`config.mk`:
```
export PLATFORM = sky130hd
export DESIGN_NAME = updown_counter_sequencer
export DESIGN_NICKNAME = d
export VERILOG_FILES = /design/src/rtl/updown_seq_pkg.sv /design/src/rtl/updown_counter_core.sv /design/src/rtl/updown_counter_sequencer.sv
export SDC_FILE = /design/constraint.sdc
export NUM_CORES = 1
export LEC_CHECK = 0
export ABC_AREA = 0
export BUFFER_PORTS_ARGS = -buffer_cell sky130_fd_sc_hd__buf_2
export CORE_ASPECT_RATIO = 0.6
export CORE_MARGIN = 1.5
export CORE_UTILIZATION = 40
export DETAILED_ROUTE_END_ITERATION = 10
export PLACE_DENSITY = 0.62
export SYNTH_ARGS = -nofsm -noshare
export SYNTH_HDL_FRONTEND = slang
export SYNTH_SLANG_ARGS = --single-unit
export TNS_END_PERCENT = 50
```
`constraint.sdc`:
```
create_clock -name clk -period 5 [get_ports clk]
set_input_delay 1.5 -clock clk [delete_from_list [all_inputs] [get_ports clk]]
set_output_delay 1.5 -clock clk [all_outputs]
set_load 0.05 [all_outputs]
```
`src/rtl/updown_seq_pkg.sv`:
```
// Shared types and constants for the up/down counter sequencer.
package updown_seq_pkg;

  typedef enum logic [1:0] {
    ST_IDLE = 2'd0,
    ST_RUN  = 2'd1,
    ST_DONE = 2'd2
  } state_t;

  localparam logic [1:0] MODE_UP     = 2'b00;
  localparam logic [1:0] MODE_DOWN   = 2'b01;
  localparam logic [1:0] MODE_BOUNCE = 2'b10;
  localparam logic [1:0] MODE_RSVD   = 2'b11;

  // Phase value doubles as the step direction it implies.
  typedef enum logic {
    PH_UP   = 1'b0,
    PH_DOWN = 1'b1
  } phase_t;

endpackage

```
`src/rtl/updown_counter_core.sv`:
```
// WIDTH-bit modulo up/down counter; clear wins over enable.
module updown_counter_core #(
  parameter int WIDTH = 4
) (
  input  logic             clk,
  input  logic             reset_n,
  input  logic             en,
  input  logic             dir,
  input  logic             clr,
  output logic [WIDTH-1:0] count
);

  always_ff @(posedge clk or negedge reset_n) begin
    if (!reset_n) begin
      count <= '0;
    end else if (clr) begin
      count <= '0;
    end else if (en) begin
      count <= dir ? count - 1'b1 : count + 1'b1;
    end
  end

endmodule

```
`src/rtl/updown_counter_sequencer.sv`:
```
// Command-driven sequencer: accepts a run command and paces counter steps
// with a reloading prescaler until the end value is reached.
//   state   | meaning
//   IDLE    | cmd_ready high, clr honoured, waiting for a command
//   RUN     | prescaler counting, counter stepping on each slot
//   DONE    | one-cycle done pulse, then back to IDLE
module updown_counter_sequencer
  import updown_seq_pkg::*;
#(
  parameter int WIDTH = 4,
  parameter int PER_W = 8
) (
  input  logic             clk,
  input  logic             reset_n,
  input  logic             clr,
  input  logic             cmd_valid,
  output logic             cmd_ready,
  input  logic [1:0]       cmd_mode,
  input  logic [WIDTH-1:0] cmd_target,
  input  logic [PER_W-1:0] cmd_period,
  input  logic             abort,
  output logic [WIDTH-1:0] count,
  output logic             dir,
  output logic             busy,
  output logic             done,
  output logic             err
);

  state_t           state;
  phase_t           phase;
  logic [1:0]       mode_q;
  logic [WIDTH-1:0] target_q;
  logic [PER_W-1:0] period_q;
  logic [PER_W-1:0] presc;
  logic             dir_q;
  logic             err_q;

  logic             accept;
  logic             clr_now;
  logic [WIDTH-1:0] start_cnt;
  logic             start_at_tgt;
  logic             slot;
  logic             step_dir;
  logic             step_en;
  logic [WIDTH-1:0] next_cnt;
  logic             bounce_turn;
  logic             run_end;

  assign accept       = cmd_valid && (state == ST_IDLE);
  assign clr_now      = clr && (state == ST_IDLE);
  // A same-edge clear is applied before the accept compare.
  assign start_cnt    = clr_now ? '0 : count;
  assign start_at_tgt = (start_cnt == cmd_target);
  assign slot         = (state == ST_RUN) && !abort && (presc == '0);

  always_comb begin
    step_dir    = 1'b0;
    step_en     = 1'b0;
    bounce_turn = 1'b0;
    run_end     = 1'b0;
    case (mode_q)
      MODE_UP:     step_dir = 1'b0;
      MODE_DOWN:   step_dir = 1'b1;
      MODE_BOUNCE: step_dir = (phase == PH_DOWN);
      default:     step_dir = 1'b0;
    endcase
    next_cnt = step_dir ? count - 1'b1 : count + 1'b1;
    if (slot) begin
      case (mode_q)
        MODE_UP, MODE_DOWN: begin
          step_en = 1'b1;
          run_end = (next_cnt == target_q);
        end
        MODE_BOUNCE: begin
          if (phase == PH_UP) begin
            step_en     = 1'b1;
            bounce_turn = (next_cnt == target_q);
          end else begin
            // Phase 2 that begins at zero finishes without stepping.
            step_en = (count != '0);
            run_end = (count == '0) || (next_cnt == '0);
          end
        end
        default: ;
      endcase
    end
  end

  always_ff @(posedge clk or negedge reset_n) begin
    if (!reset_n) begin
      state    <= ST_IDLE;
      phase    <= PH_UP;
      mode_q   <= MODE_UP;
      target_q <= '0;
      period_q <= '0;
      presc    <= '0;
      dir_q    <= 1'b0;
      err_q    <= 1'b0;
    end else begin
      err_q <= 1'b0;
      case (state)
        ST_IDLE: begin
          if (accept) begin
            mode_q   <= cmd_mode;
            target_q <= cmd_target;
            period_q <= cmd_period;
            presc    <= cmd_period;
            if (cmd_mode == MODE_RSVD) begin
              err_q <= 1'b1;
            end else if (cmd_mode != MODE_BOUNCE && start_at_tgt) begin
              state <= ST_DONE;
              dir_q <= (cmd_mode == MODE_DOWN);
            end else begin
              state <= ST_RUN;
              dir_q <= (cmd_mode == MODE_DOWN) ||
                       (cmd_mode == MODE_BOUNCE && start_at_tgt);
              phase <= (cmd_mode == MODE_BOUNCE && start_at_tgt) ? PH_DOWN : PH_UP;
            end
          end
        end
        ST_RUN: begin
          if (abort) begin
            state <= ST_IDLE;
          end else if (presc == '0) begin
            presc <= period_q;
            if (step_en)     dir_q <= step_dir;
            if (bounce_turn) phase <= PH_DOWN;
            if (run_end)     state <= ST_DONE;
          end else begin
            presc <= presc - 1'b1;
          end
        end
        ST_DONE: state <= ST_IDLE;
        default: state <= ST_IDLE;
      endcase
    end
  end

  updown_counter_core #(.WIDTH(WIDTH)) u_core (
    .clk     (clk),
    .reset_n (reset_n),
    .en      (step_en),
    .dir     (step_dir),
    .clr     (clr_now),
    .count   (count)
  );

  assign cmd_ready = (state == ST_IDLE);
  assign busy      = (state == ST_RUN);
  assign done      = (state == ST_DONE);
  assign dir       = dir_q;
  assign err       = err_q;

endmodule

```
=== After elaboration in Yosys (flattened, before gate mapping) ===
Cells that the tools add are included.

* Flip-flop bits (word level): 31
* Input bits: 19
* Word-level logic and storage cells: 97

* Equal/unequal tests: 19
* Reductions and logical operators: 23
* $add $sub $neg: 3
* Muxes and demuxes: 43

{| class="wikitable"
|+ Operators by type and width
! kind !! number
|-
| $mux 8 || 3
|-
| $mux 1 || 23
|-
| $mux 4 || 4
|-
| $pmux 8 s2 || 1
|-
| $mux 2 || 6
|-
| $pmux 1 s2 || 5
|-
| $eq 2x2->1 const B || 4
|-
| $eq 4x4->1 || 2
|-
| $logic_not 4->1 || 2
|-
| $logic_not 8->1 || 1
|-
| $ne 2x1->1 const B || 4
|-
| $ne 2x2->1 const B || 4
|-
| $sub 8x1->8 const B || 1
|-
| $reduce_and 7->1 || 1
|-
| $eq 2x1->1 const B || 3
|-
| $logic_and 1x1->1 || 6
|-
| $ne 3x2->1 const B || 2
|-
| $reduce_and 6->1 || 1
|-
| $add 4x1->4 const B || 1
|-
| $logic_not 2->1 || 2
|-
| $pmux 2 s2 || 1
|-
| $reduce_and 4->1 || 1
|-
| $reduce_bool 2->1 || 2
|-
| $reduce_bool 4->1 || 1
|-
| other kinds (6) || 7
|}

=== Logic depth before layout (Yosys ltp) ===
* Depth in word-level cells: 12
* Mapped depth: 11
* Mapped depth without buffers: 11

=== Modules after synthesis ===
Synthesis repeated with hierarchy kept, for this count alone.

* Cell total of the unflattened synthesis: 218
* Area, all modules: 2025.7 um^2

{| class="wikitable"
|+ Modules (own cells, without submodules)
! module !! seq. area each (um^2) !! times used !! cells each !! area an instance (um^2)
|-
| updown_counter_sequencer || 675.6 || 1 || 195 || 1773.0
|-
| updown_counter_core || 100.1 || 1 || 23 || 252.7
|}

=== Least setup slack after synthesis ===
No wires, ideal clock.

* Path type: input to register
* Start point: in clr
* End point: reg state[1]
* Arrival time: 3.101 ns
* Setup time: 0.065 ns
* Buffers on the path: 0
* Cell stages on the path: 6
* Slack: 1.834 ns
* Cell sequence: or3b_2 -> or3_1 -> a222oi_1 -> nand2_1 -> o21ai_0 -> o211a_1

* Word-level cells in the longest chain between the ends: 8

{| class="wikitable"
|+ Ends and longest elaborated chain
! item !! RTL line !! text
|-
| from (decl) || updown_counter_sequencer.sv:15 || <nowiki>input logic clr,</nowiki>
|-
| $logic_and 1x1->1 || updown_counter_sequencer.sv:50 || <nowiki>assign clr_now = clr && (state == ST_IDLE);</nowiki>
|-
| $mux 4 || updown_counter_sequencer.sv:52 || <nowiki>assign start_cnt = clr_now ? '0 : count;</nowiki>
|-
| $eq 4x4->1 || updown_counter_sequencer.sv:53 || <nowiki>assign start_at_tgt = (start_cnt == cmd_target);</nowiki>
|-
| $logic_and 1x1->1 || updown_counter_sequencer.sv:110 || <nowiki>end else if (cmd_mode != MODE_BOUNCE && start_at_tgt) begin</nowiki>
|-
| $mux 2 || updown_counter_sequencer.sv:110 ||
|-
| $mux 2 || updown_counter_sequencer.sv:108 || <nowiki>if (cmd_mode == MODE_RSVD) begin</nowiki>
|-
| $mux 2 || updown_counter_sequencer.sv:103 || <nowiki>if (accept) begin</nowiki>
|-
| $pmux 2 s2 || updown_counter_sequencer.sv:101 || <nowiki>case (state)</nowiki>
|-
| to (signal assigned) || updown_counter_sequencer.sv:111 || <nowiki>state <= ST_DONE;</nowiki>
|-
| to (signal assigned) || updown_counter_sequencer.sv:114 || <nowiki>state <= ST_RUN;</nowiki>
|-
| to (signal assigned) || updown_counter_sequencer.sv:123 || <nowiki>state <= ST_IDLE;</nowiki>
|-
| to (decl) || updown_counter_sequencer.sv:29 || <nowiki>state_t state;</nowiki>
|}

No other way between the ends. The select of a mux whose other input is x is not followed.
A chain may end at the register's enable or synchronous reset.

=== Worst setup path in the final report ===
* Start point: reg state[1]
* End point: out busy

* Word-level cells in the longest chain between the ends: 1

{| class="wikitable"
|+ Ends and longest elaborated chain
! item !! RTL line !! text
|-
| from (signal assigned) || updown_counter_sequencer.sv:91 || <nowiki>state <= ST_IDLE;</nowiki>
|-
| from (signal assigned) || updown_counter_sequencer.sv:111 ||
|-
| from (signal assigned) || updown_counter_sequencer.sv:114 ||
|-
| $eq 2x1->1 || updown_counter_sequencer.sv:149 || <nowiki>assign busy = (state == ST_RUN);</nowiki>
|-
| to (decl) || updown_counter_sequencer.sv:24 || <nowiki>output logic busy,</nowiki>
|}

No other way between the ends.

==> metrics.csv <==
metric;value;unit
status;completed;
YS warnings;0;
largest area contributor in the netlist;dfrtp_1;
Die ar.;5340;µm²
fin util;48.6;%
WS Path Type;reg2out;
DP Area;2140;µm²
Cell Area, Synth;1960;µm²
H-Tree Depth;2;
Routed Antenna Nets;0;
antenna violations before repair;0;
min-delay src;period_q[1];
slew margin rel.;51.2;%
Setup crit start;state[1];
CTS tree;done;
Port Buffers;27;
Hold WC Path Type;reg2reg;
sw frac;37.7;%
register area;776;µm²
WP data required;3.50;ns
Critical Path Sink Type;output pin;
unrepaired setup endpoints after global routing;false;
Die X;93.4;µm
CTS Hold Buffers Added;0;
Detailed Routing Iterations Pass 1;4;
clk_lat worst skew;0.29;ns
syn_area_per_cell;8.10;µm²
gr usage total;21.4;%
Leakage;1.09;nW
max-slew violation count;0;
area occupied by multi-input gates;1100;µm²
Synth Net Count;268;
final setup vio count;0;
crit-path max FO;12;
EDFF count, synth;0;
Int Pwr;0.000587;W
clock share of power;27.6;%
reg-to-reg startpoint;mode_q[0];
CTS root buffer;clkbuf_8;
Final period util;65.1;%
ys flop type;dfrtp_1;
Worst Tran Pin Value;0.732;ns
DRT Wirelength;5130;µm
vias in the first global route;1632;
Yosys reg bits;31;
Placeable Area;4640;µm²
gpl congestion;0.883;
Initial Util;42.3;%
total CTS buffers;5;
# IOs;28;
Hold WS;0.479;ns
Filler cells;467;
CP startpoint kind;register;
# rows;19;
first-pass GRT wire length;8650;µm
max cap viols;0;
final clock skew;0.00611;ns
n_diodes;0;
sequential power share;38.9;%
PostCTS Resize Cnt;0;
Die Span Y;57.2;µm
fraction of synthesis flops using an asynchronous set or reset pin;100;%
pin count of the biggest net entering global routing;32;
routed length per instance;15.5;µm
Psw;0.000355;W
vias post-DR;1754;
share of cells above drive strength 1;15.4;%
Power Total;0.000942;W
Max Root-Sink Buffers;2;
Logic pwr share;33.5;%
number of DRC markers in iteration 0;123;
top post-synthesis cells by area;dfrtp_1, nand2_1, o21ai_0;
Final TNS setup;0;ns
Setup Buffers After CTS;0;
cells after synthesis;242;
DRC;0;
fraction of the yosys area taken by sequential cells;39.6;%
Vias per Instance;5.32;
Design Area, Final;2250;µm²
post-synth cell types;43;
Pwr per Cell Area;418;nW/µm²
clock sink total;31;
Yosys top cell area share;39.6;%
GR Overflow Total;0;
DP HPWL;3770;µm
fin nets;292;
fin crit period;3.25;ns
Layout area overhead;15.0;%
Arr. time, crit path;1.75;ns
highest clock rate;307;MHz
Worst VDD drop;159;µV
endpoints failing hold;0;
clock slew at reported path FFs;0.07;ns
-- per-stage QoR --
step / setup slack (ns) / std cells
6_report: 1.75 / 330
4_1_cts: 1.74 / 330
5_1_grt: 1.66 / 330
3_3_place_gp: 1.66 / 322
3_5_place_dp: 1.66 / 322
2_1_floorplan: 1.83 / 242
-- layer usage --
metal | track usage (%) | up-vias | routed length [µm]
met2 | 26.7 | 63 | 1920
met1 | 35.0 | 793 | 2820
met4 | 5.84 | 0 | 42
met3 | 5.60 | 5 | 348
li1 | - | 893 | -
met5 | 0 | - | 0
-- cells by family after synthesis --
kind of cell             synth area share (%)
flip-flops                               39.6
multiplexers                             1.60
AND/OR/NAND/NOR                          25.4
buffers and inverters                    4.21
XOR/XNOR                                 4.91
AO/OA/AOI/OAI                            19.8
adder cells (fa/ha/maj)                  4.47
-- worst max-delay path, cell delays in order (launching register included) --
cell and delay (ns):
dfrtp_1 0.42, nand2b_1 0.39, inv_1 0.33, buf_2 0.32
-- flip-flops by register name (all words and copies together), names as in the netlist --
| register | count |
|---|---|
| period_q | 8 |
| presc | 8 |
| target_q | 4 |
| u_core.count | 4 |
| mode_q | 2 |
| state | 2 |
| dir | 1 |
| err | 1 |
| phase | 1 |
-- worst paths after layout --
kind / cells past startpoint / end / slack (ns)
max in group asynchronous: 1 / target_q[2] / 3.28
setup reg to reg: 11 / state[1] / 2.06
min in group asynchronous: 1 / u_core.count[1] / 1.26
hold / removal: 2 / period_q[1] / 0.48
setup / recovery: 3 / busy / 1.75
hold reg to reg: 2 / period_q[1] / 0.48
-- area by class of cell --
| type | count | area share, % |
|---|---|---|
| flip-flops and latches | 31 | 34.4 |
| clock inverters | 2 | 1.55 |
| multi-input cells | 189 | 48.9 |
| inverters | 12 | 2.00 |
| well taps | 63 | 3.50 |
| clock buffers | 6 | 3.66 |
| repair buffers | 27 | 5.99 |
-- layout by cell type, fill, tap and decap left out, types with 4 or more instances in the layout --
master,netlist,layout
a31oi_1,5,5
o21ai_0,19,19
nand3_1,8,8
and2_1,4,4
xor2_1,4,4
a21oi_1,12,12
nand2b_1,4,4
nor2_1,16,16
a211oi_1,4,4
clkbuf_8,0,6
inv_1,12,12
ha_1,7,7
nor3_1,5,5
buf_2,0,27
dfrtp_1,31,31
xnor2_1,7,7
nand2_1,55,55
-- cells in the mapped netlist (2+ instances only) --
library cell and instances:
o21ai_0 19, or3_1 3, and2_1 4, inv_1 12
o31ai_1 3, o221ai_1 2, xnor2_1 7, a21oi_1 12
a211oi_1 4, a311oi_1 2, ha_1 7, o22ai_1 3
a31oi_1 5, a22o_1 2, nand2_1 55, nand3_1 8
dfrtp_1 31, mux2i_1 2, nor2b_1 2, clkbuf_1 10
or4_1 2, xor2_1 4, nand2b_1 4, nor3_1 5
nor2_1 16
-- power by group through the flow --
stage	registers (W)	clock network [W]	logic, W
finish	0.000366	0.000260	0.000315
global route	0.000374	0.000283	0.000351
CTS	0.000365	0.000265	0.000312
detailed placement	0.000370	0	0.000310
global placement	0.000368	0	0.000307
floorplan	0.000362	0	0.000229
Note: power is estimated with default switching activity, not from simulation.
